===== src/rtl/v_mac_seq_if.sv =====
// Sequencer <-> vector ALU lane-0 link: operand handshake, opcode out, result in.
`ifndef V_MAC_SEQ_DEFS
`define V_MAC_SEQ_DEFS
`define ALU_OP_BUS  [3:0]
`define VALU_OP_NOP 4'h0
`define VALU_OP_MAC 4'h3
`endif

interface v_mac_seq_if #(
    parameter int unsigned ACC_W = 32
);
    logic             src_valid_i;
    logic             src_ready_o;
    logic `ALU_OP_BUS valu_opcode_o;
    logic [ACC_W-1:0] valu_result_i;

    modport master (
        input  src_valid_i,
        input  valu_result_i,
        output src_ready_o,
        output valu_opcode_o
    );

    modport slave (
        output src_valid_i,
        output valu_result_i,
        input  src_ready_o,
        input  valu_opcode_o
    );
endinterface


===== src/rtl/v_mac_seq.sv =====
// Multiply-accumulate sequencer: sums N lane-0 ALU results, then optionally
// requantizes the sum to int8 with rounding and saturation.
`ifndef V_MAC_SEQ_DEFS
`define V_MAC_SEQ_DEFS
`define ALU_OP_BUS  [3:0]
`define VALU_OP_NOP 4'h0
`define VALU_OP_MAC 4'h3
`endif

module v_mac_seq #(
    parameter int unsigned CNT_W = 8,
    parameter int unsigned ACC_W = 32
) (
    input  logic             clk,
    input  logic             rst,
    input  logic             start_i,
    input  logic [CNT_W-1:0] beats_i,
    input  logic             mode_i,
    input  logic             abort_i,
    v_mac_seq_if.master      alu,
    output logic             busy_o,
    output logic             done_o,
    output logic [ACC_W-1:0] result_o,
    output logic             sat_o
);

    typedef enum logic [1:0] {IDLE, RUN, FIN, DONE} state_t;

    localparam logic signed [ACC_W-1:0] Q_MAX = ACC_W'(127);
    localparam logic signed [ACC_W-1:0] Q_MIN = ACC_W'(-128);

    state_t             state_q, state_d;
    logic [ACC_W-1:0]   acc_q, acc_d;
    logic [CNT_W-1:0]   cnt_q, cnt_d;
    logic               mode_q, mode_d;
    logic [ACC_W-1:0]   result_d;
    logic               sat_d;
    logic               busy_d, done_d, ready_q, ready_d;
    logic `ALU_OP_BUS   opcode_q, opcode_d;
    logic signed [ACC_W-1:0] q_t, q_r;
    logic               accept;

    assign alu.src_ready_o   = ready_q;
    assign alu.valu_opcode_o = opcode_q;
    assign accept            = alu.src_valid_i & ready_q;

    // Round-half-up requantization of acc by 2^8, then int8 clip.
    always_comb begin
        q_t = ($signed(acc_q) >>> 7) + ACC_W'(1);
        q_r = q_t >>> 1;
    end

    always_comb begin
        state_d  = state_q;
        acc_d    = acc_q;
        cnt_d    = cnt_q;
        mode_d   = mode_q;
        result_d = result_o;
        sat_d    = sat_o;

        case (state_q)
            IDLE: begin
                if (start_i) begin
                    acc_d  = '0;
                    mode_d = mode_i;
                    if (beats_i != '0) begin
                        cnt_d   = beats_i;
                        state_d = RUN;
                    end else begin
                        state_d = FIN;
                    end
                end
            end
            RUN: begin
                if (abort_i) begin
                    state_d = IDLE;
                end else if (accept) begin
                    acc_d = acc_q + ACC_W'(alu.valu_result_i);
                    cnt_d = cnt_q - CNT_W'(1);
                    if (cnt_q == CNT_W'(1)) state_d = FIN;
                end
            end
            FIN: begin
                if (mode_q) begin
                    if (q_r > Q_MAX) begin
                        result_d = Q_MAX;
                        sat_d    = 1'b1;
                    end else if (q_r < Q_MIN) begin
                        result_d = Q_MIN;
                        sat_d    = 1'b1;
                    end else begin
                        result_d = q_r;
                        sat_d    = 1'b0;
                    end
                end else begin
                    result_d = acc_q;
                    sat_d    = 1'b0;
                end
                state_d = DONE;
            end
            DONE:    state_d = IDLE;
            default: state_d = IDLE;
        endcase

        // Status outputs are registered copies of the next-state decode.
        busy_d   = (state_d != IDLE);
        done_d   = (state_d == DONE);
        ready_d  = (state_d == RUN);
        opcode_d = ready_d ? `VALU_OP_MAC : `VALU_OP_NOP;
    end

    always_ff @(posedge clk or posedge rst) begin
        if (rst) begin
            state_q  <= IDLE;
            acc_q    <= '0;
            cnt_q    <= '0;
            mode_q   <= 1'b0;
            result_o <= '0;
            sat_o    <= 1'b0;
            busy_o   <= 1'b0;
            done_o   <= 1'b0;
            ready_q  <= 1'b0;
            opcode_q <= `VALU_OP_NOP;
        end else begin
            state_q  <= state_d;
            acc_q    <= acc_d;
            cnt_q    <= cnt_d;
            mode_q   <= mode_d;
            result_o <= result_d;
            sat_o    <= sat_d;
            busy_o   <= busy_d;
            done_o   <= done_d;
            ready_q  <= ready_d;
            opcode_q <= opcode_d;
        end
    end

endmodule


===== src/flat_wrapper.sv =====
// flat-port wrapper written by rule: the top's interface ports become plain ports
module v_mac_seq_flat 
#(
    parameter int unsigned CNT_W = 8,
    parameter int unsigned ACC_W = 32
)
  (clk, rst, start_i, beats_i, mode_i, abort_i, busy_o, done_o, result_o, sat_o, alu_src_valid_i, alu_valu_result_i, alu_src_ready_o, alu_valu_opcode_o);
  v_mac_seq_if #(.ACC_W(ACC_W)) alu_i ();
  input  logic clk;
  input  logic rst;
  input  logic start_i;
  input  logic [CNT_W-1:0] beats_i;
  input  logic mode_i;
  input  logic abort_i;
  output logic busy_o;
  output logic done_o;
  output logic [ACC_W-1:0] result_o;
  output logic sat_o;
  input wire logic [$bits(alu_i.src_valid_i)-1:0] alu_src_valid_i;
  input wire logic [$bits(alu_i.valu_result_i)-1:0] alu_valu_result_i;
  output wire logic [$bits(alu_i.src_ready_o)-1:0] alu_src_ready_o;
  output wire logic [$bits(alu_i.valu_opcode_o)-1:0] alu_valu_opcode_o;
  assign alu_i.src_valid_i = alu_src_valid_i;
  assign alu_i.valu_result_i = alu_valu_result_i;
  assign alu_src_ready_o = alu_i.src_ready_o;
  assign alu_valu_opcode_o = alu_i.valu_opcode_o;
  v_mac_seq #(.CNT_W(CNT_W), .ACC_W(ACC_W)) u_core (.clk(clk), .rst(rst), .start_i(start_i), .beats_i(beats_i), .mode_i(mode_i), .abort_i(abort_i), .alu(alu_i), .busy_o(busy_o), .done_o(done_o), .result_o(result_o), .sat_o(sat_o));
endmodule

===== config.mk =====
export PLATFORM = sky130hd
export DESIGN_NAME = v_mac_seq_flat
export DESIGN_NICKNAME = d
export VERILOG_FILES = /design/src/rtl/v_mac_seq_if.sv /design/src/rtl/v_mac_seq.sv /design/src/flat_wrapper.sv
export SDC_FILE = /design/constraint.sdc
export NUM_CORES = 1
export LEC_CHECK = 0
export CORE_ASPECT_RATIO = 0.75
export CORE_MARGIN = 1
export CORE_UTILIZATION = 52
export DETAILED_ROUTE_END_ITERATION = 6
export PLACE_DENSITY = 0.77
export SLEW_MARGIN = 15
export SYNTH_ARGS = -nofsm -noshare
export SYNTH_HDL_FRONTEND = slang
export SYNTH_SLANG_ARGS = --single-unit

===== constraint.sdc =====
create_clock -name clk -period 8.5 [get_ports clk]
set_input_delay 1.275 -clock clk [delete_from_list [all_inputs] [get_ports clk]]
set_output_delay 1.275 -clock clk [all_outputs]
set_load 0.02 [all_outputs]

; ---- Word-level counts from Yosys, hierarchy flattened
; Cells that the tools add are included.
[word_totals]
ff_bits = 83
in_bits = 46
output_inout_bits = 40
elab_cells = 55
[classes]
addsub = 3
n_lt_le_gt_ge = 2
eq_ne = 10
muxes = 22
bitwise_logic = 1
n_reduce_logical = 7
[op_table]
columns = operator, count
row1 = $mux 32, 6
row2 = $pmux 32 s2, 1
row3 = $add 32x32->32, 1
row4 = $mux 8, 4
row5 = $add 25x2->26 const B, 1
row6 = $gt 25x8->1 const B, 1
row7 = $lt 25x8->1 const B, 1
row8 = $pmux 8 s2, 1
row9 = $mux 2, 6
row10 = $eq 8x1->1 const B, 1
row11 = $pmux 2 s4, 1
row12 = $reduce_bool 8->1, 1
row13 = $sub 8x1->8 const B, 1
row14 = $eq 2x2->1 const B, 3
row15 = $reduce_and 5->1, 1
row16 = $eq 2x1->1 const B, 2
row17 = $ne 2x1->1 const B, 2
row18 = $ne 2x2->1 const B, 2
row19 = $reduce_and 4->1, 1
row20 = $reduce_bool 2->1, 2
row21 = $mux 1, 3
row22 = $logic_not 2->1, 1
row23 = $reduce_and 2->1, 1
row24 = $and 1x1->1, 1

; ---- Depth between registers and ports, before layout
[logic_depth]
depth_word = 7
depth_mapped = 15

; ---- Worst setup path after synthesis
; Ideal clock, no wire load.
[synth_path]
path_type = input-to-reg
start = in alu_valu_result_i[0]
end = reg u_core.acc_q[30]
arrival_time_ns = 3.586
t_required_ns = 8.365
slack_ns = 4.779
stages = 11
cell_sequence = ha_1 > fa_1 > a211oi_1 > o211a_1 > o31ai_1 > a21o_1 > a221oi_1 > o21bai_1 > a41oi_1 > xor2_1 > o31ai_1
[synth_via]
elab_chain_len = 4
[synth_rtl]
columns = element, line
row1 = "start, declared", flat_wrapper.sv:20  ; input wire logic [$bits(alu_i.valu_result_i)-1:0] alu_valu_result_i;
row2 = $add 32x32->32, v_mac_seq.sv:78  ; acc_d = acc_q + ACC_W'(alu.valu_result_i);
row3 = $mux 32, v_mac_seq.sv:77  ; end else if (accept) begin
row4 = $mux 32, v_mac_seq.sv:75  ; if (abort_i) begin
row5 = $pmux 32 s2, v_mac_seq.sv:61  ; case (state_q)
row6 = "end signal, assigned", v_mac_seq.sv:115  ; acc_q <= '0;
row7 = "end signal, assigned", v_mac_seq.sv:126  ; acc_q <= acc_d;
row8 = "end, declared", v_mac_seq.sv:33  ; logic [ACC_W-1:0] acc_q, acc_d;
; No other way between the ends. The select of a mux whose other input is x is not followed.
; A chain may end at the register's enable or synchronous reset.

; ---- Worst setup path in the final report
[layout_path]
start = reg u_core.acc_q[8]
end = reg u_core.result_o[31]
[layout_via]
elab_chain_len = 5
[layout_rtl]
columns = element, line
row1 = $add 25x2->26 (*), v_mac_seq.sv:49  ; q_t = ($signed(acc_q) >>> 7) + ACC_W'(1);
row2 = $lt 25x8->1, v_mac_seq.sv:88  ; end else if (q_r < Q_MIN) begin
row3 = $mux 32, v_mac_seq.sv:88
row4 = $mux 32 (*), v_mac_seq.sv:85  ; if (q_r > Q_MAX) begin
row5 = $mux 32 (*), v_mac_seq.sv:84  ; if (mode_q) begin
row6 = "end signal, assigned", v_mac_seq.sv:129  ; result_o <= result_d;
row7 = "end, declared", v_mac_seq.sv:23  ; output logic [ACC_W-1:0] result_o,
; Every way passes the cells marked *; elsewhere a longest branch is shown, timed or not.

==> key figures <==
Outcome
  • Status: finished, final reports clean

Yosys
  • Synthesized flop and latch total: 79
  • Number of synthesized flops with an enable pin: 0
  • Synth Warn #: 0
  • Area share of the largest cell type after synthesis: 34.62%
  • Synth cell types: 63
  • Most used flip-flop cell after synthesis: dfrtp_1
  • Synth Cell Area: 0.005710 sq mm
  • Top-count cell post-synth: dfrtp_1
  • Biggest area consumer among synthesized cells: dfrtp_1
  • Avg Inst Size Synth: 8.536 sq um
  • Async SR Flop Fraction: 100.0%
  • Seq/Total Area, Yosys: 34.62%
  • Synthesized instance count: 669
  • Top post-synthesis cells by area: dfrtp_1 (35%), ha_1 (7.9%), a21oi_1 (5.2%)
  • Most frequent cells after synthesis: dfrtp_1 (79), nand2_1 (60), a21oi_1 (59), nor2_1 (59), o21ai_0 (41)

Global routing
  • Vias in the first global route: 5300
  • Global-route wire length before repair: 26.95 mm
  • Initial antenna violation count: 0
  • Largest net degree at the start of global routing: 80
  • GRT Util Overall: 30.96%
  • Grt ovf: 0

Route
  • Initial DRC count: 419
  • Avg WL per Cell: 19.18 um
  • Antenna-violating nets left: 0
  • WL final: 16.73 mm
  • First-pass DRT Iterations: 7
  • DRC Markers: 0
  • Vias: 5433
  • Vias per Instance: 6.231

Cells and area
  • Final net count: 814
  • Layout cells sized above 1: 5.027%
  • # fillers: 903
  • Antenna cells: 0
  • Area grow syn2layout: 21.38%

Timing
  • TNS Setup: 0 ps
  • Min Hold Slack: 490.0 ps
  • Unrepaired setup endpoints after global routing: no
  • Worst-Margin Slew: 1170 ps
  • Relative slew slack: 22.00%
  • Tcrit/Tclk final: 51.57%
  • Final WS setup: 4117 ps
  • Setup Skew: 5.907 ps
  • Fin. max-slew vios: 0
  • Final hold vios: 0
  • Fin crit period: 4383 ps
  • Fmax: 0.2281 GHz
  • Setup violations, final: 0

Job
  • Maxcap violations: 0

Clocking
  • Cts bufs inserted: 9
  • # Post-CTS Setup Buffers: 0
  • Cts repair resizes: 0
  • TritonCTS clock tree: yes
  • Root Driver: clkbuf_16
  • H-tree depth: 3
  • Clk buf depth: 2
  • Clk_lat worst skew: 340 ps
  • CTS Hold Buffers Added: 0
  • Clock slew at the register clock pins of the worst setup and hold paths: 60 ps
  • Clk sinks: 79

Placed design
  • GPL Wtd Cong: 0.9173
  • Port bufs: 83
  • Dpl hpwl: 12.32 mm
  • Placement Setup Slack: 3968 ps

Floorplan
  • Initial Util: 54.44%
  • # rows: 32
  • Die width: 123.0 um
  • Die Footprint: 0.01141 sq mm
  • Die H: 92.76 um
  • Io pins: 86
  • Core Region: 0.01049 sq mm

Min path
  • Hold Crit Class: flip-flop to flip-flop
  • HP Start: u_core.result_o[19]

Setup path
  • WS Path Type: flip-flop to flip-flop
  • Worst-path cell chain: ha_1 -> nand2_1 -> a2111oi_0 -> a31oi_1 -> o32a_1 -> or4_1 -> o41ai_2 -> nand3_1 -> or2_1 -> o311ai_1
  • CP bufs+invs: 0
  • Reg2reg start: u_core.acc_q[8]
  • WP data arrival: 4630 ps
  • Biggest cell delay along the critical path: 670 ps
  • CP Max Fanout: 21
  • Startpoint types: flip-flop
  • Worst path top cell family by delay: simple AND/OR/NAND/NOR gates
  • Worst setup startpoint: u_core.acc_q[8]
  • CP Capture Type: flip-flop
  • CP max stage cell: nand3_1
  • CP required: 8740 ps

Power and ir drop
  • Worst VDD drop: 150.4 uV
  • LEAKAGE: 3.005 nW
  • Pwr Density: 316.3 mW/mm^2
## power breakdown
part	internal, mW	leakage (nW)	switching [mW]
registers	0.486	1.05	0.203
clock network	0.288	0.166	0.168
logic	0.467	1.79	0.580
total	1.24	3.01	0.951
## worst paths after layout
path                                        to  slack (ps)  depth (start not counted)
setup / recovery           u_core.result_o[31]        4120                         10
hold / removal             u_core.result_o[19]         490                          1
setup reg to reg           u_core.result_o[31]        4120                         10
hold reg to reg            u_core.result_o[19]         490                          1
max in group asynchronous     u_core.acc_q[22]        6520                          3
min in group asynchronous   u_core.result_o[8]        1450                          3
## through the flow
step / instances / utilization (%) / power (mW) / area [sq um]
after CTS: 872 / 66.04 / 2.181 / 6928
final: 872 / 66.08 / 2.192 / 6932
after floorplan: 670 / - / 1.395 / 5714
after global routing: 872 / 66.08 / 2.330 / 6932
after global placement: 856 / 62.75 / 1.692 / 6583
after detailed placement: 856 / 62.75 / 1.715 / 6583
## worst register-to-register path, stage by stage (launching register included)
cell	delay, ps
dfrtp_1	530
ha_1	300
nand2_1	220
a2111oi_0	460
a31oi_1	100
o32a_1	200
or4_1	540
o41ai_2	580
nand3_1	670
or2_1	560
o311ai_1	130
## area by class of cell
type / instances / area (sq um) / share of cell area, %
clock inverters: 7 / 120.1 / 1.733
repair buffers: 87 / 864.6 / 12.47
multi-input cells: 539 / 3518 / 50.76
flip-flops and latches: 79 / 1977 / 28.52
clock buffers: 9 / 225.2 / 3.249
well taps: 136 / 170.2 / 2.455
inverters: 15 / 56.30 / 0.8123
## registers in the layout (all words and copies together), names as in the netlist
| register | cells |
|---|---|
| u_core.alu.valu_opcode_o | 1 |
| u_core.acc_q | 32 |
| u_core.mode_q | 1 |
| u_core.cnt_q | 8 |
| u_core.busy_o | 1 |
| u_core.state_q | 2 |
| u_core.result_o | 32 |
| u_core.done_o | 1 |
| u_core.sat_o | 1 |
## layout by cell type, fill, tap and decap left out, types with 9 or more instances in the layout
master,instances
clkdlybuf4s50_1,83
dfrtp_1,79
nand2_1,60
a21oi_1,59
nor2_1,58
o21ai_0,41
ha_1,36
nor3_1,32
xnor2_1,26
nor3b_1,23
a22o_1,21
xor2_1,19
nand3_1,19
inv_1,13
a21o_1,13
nand4_1,11
or2_2,9
nor4_1,9
clkbuf_16,9
## routing by layer
metal  wire length, um  GRT usage, %  up-vias  share of wire (%)
met1              7682         41.72     2609                 46
met3              1227         8.436       26                7.3
met2              7484         48.31      200                 45
li1                  -             -     2598                  -
met5                 0             0        -                  0
met4               334         9.337        0                2.0
## kinds of logic after synthesis
logic type | synth area share (%)
multiplexers | 0.3725
other | 0.06567
adder cells (fa/ha/maj) | 8.238
XOR/XNOR | 6.902
AND/OR/NAND/NOR | 23.18
flip-flops | 34.62
AO/OA/AOI/OAI | 22.74
buffers and inverters | 3.878
(Power assumes the default switching activity.)
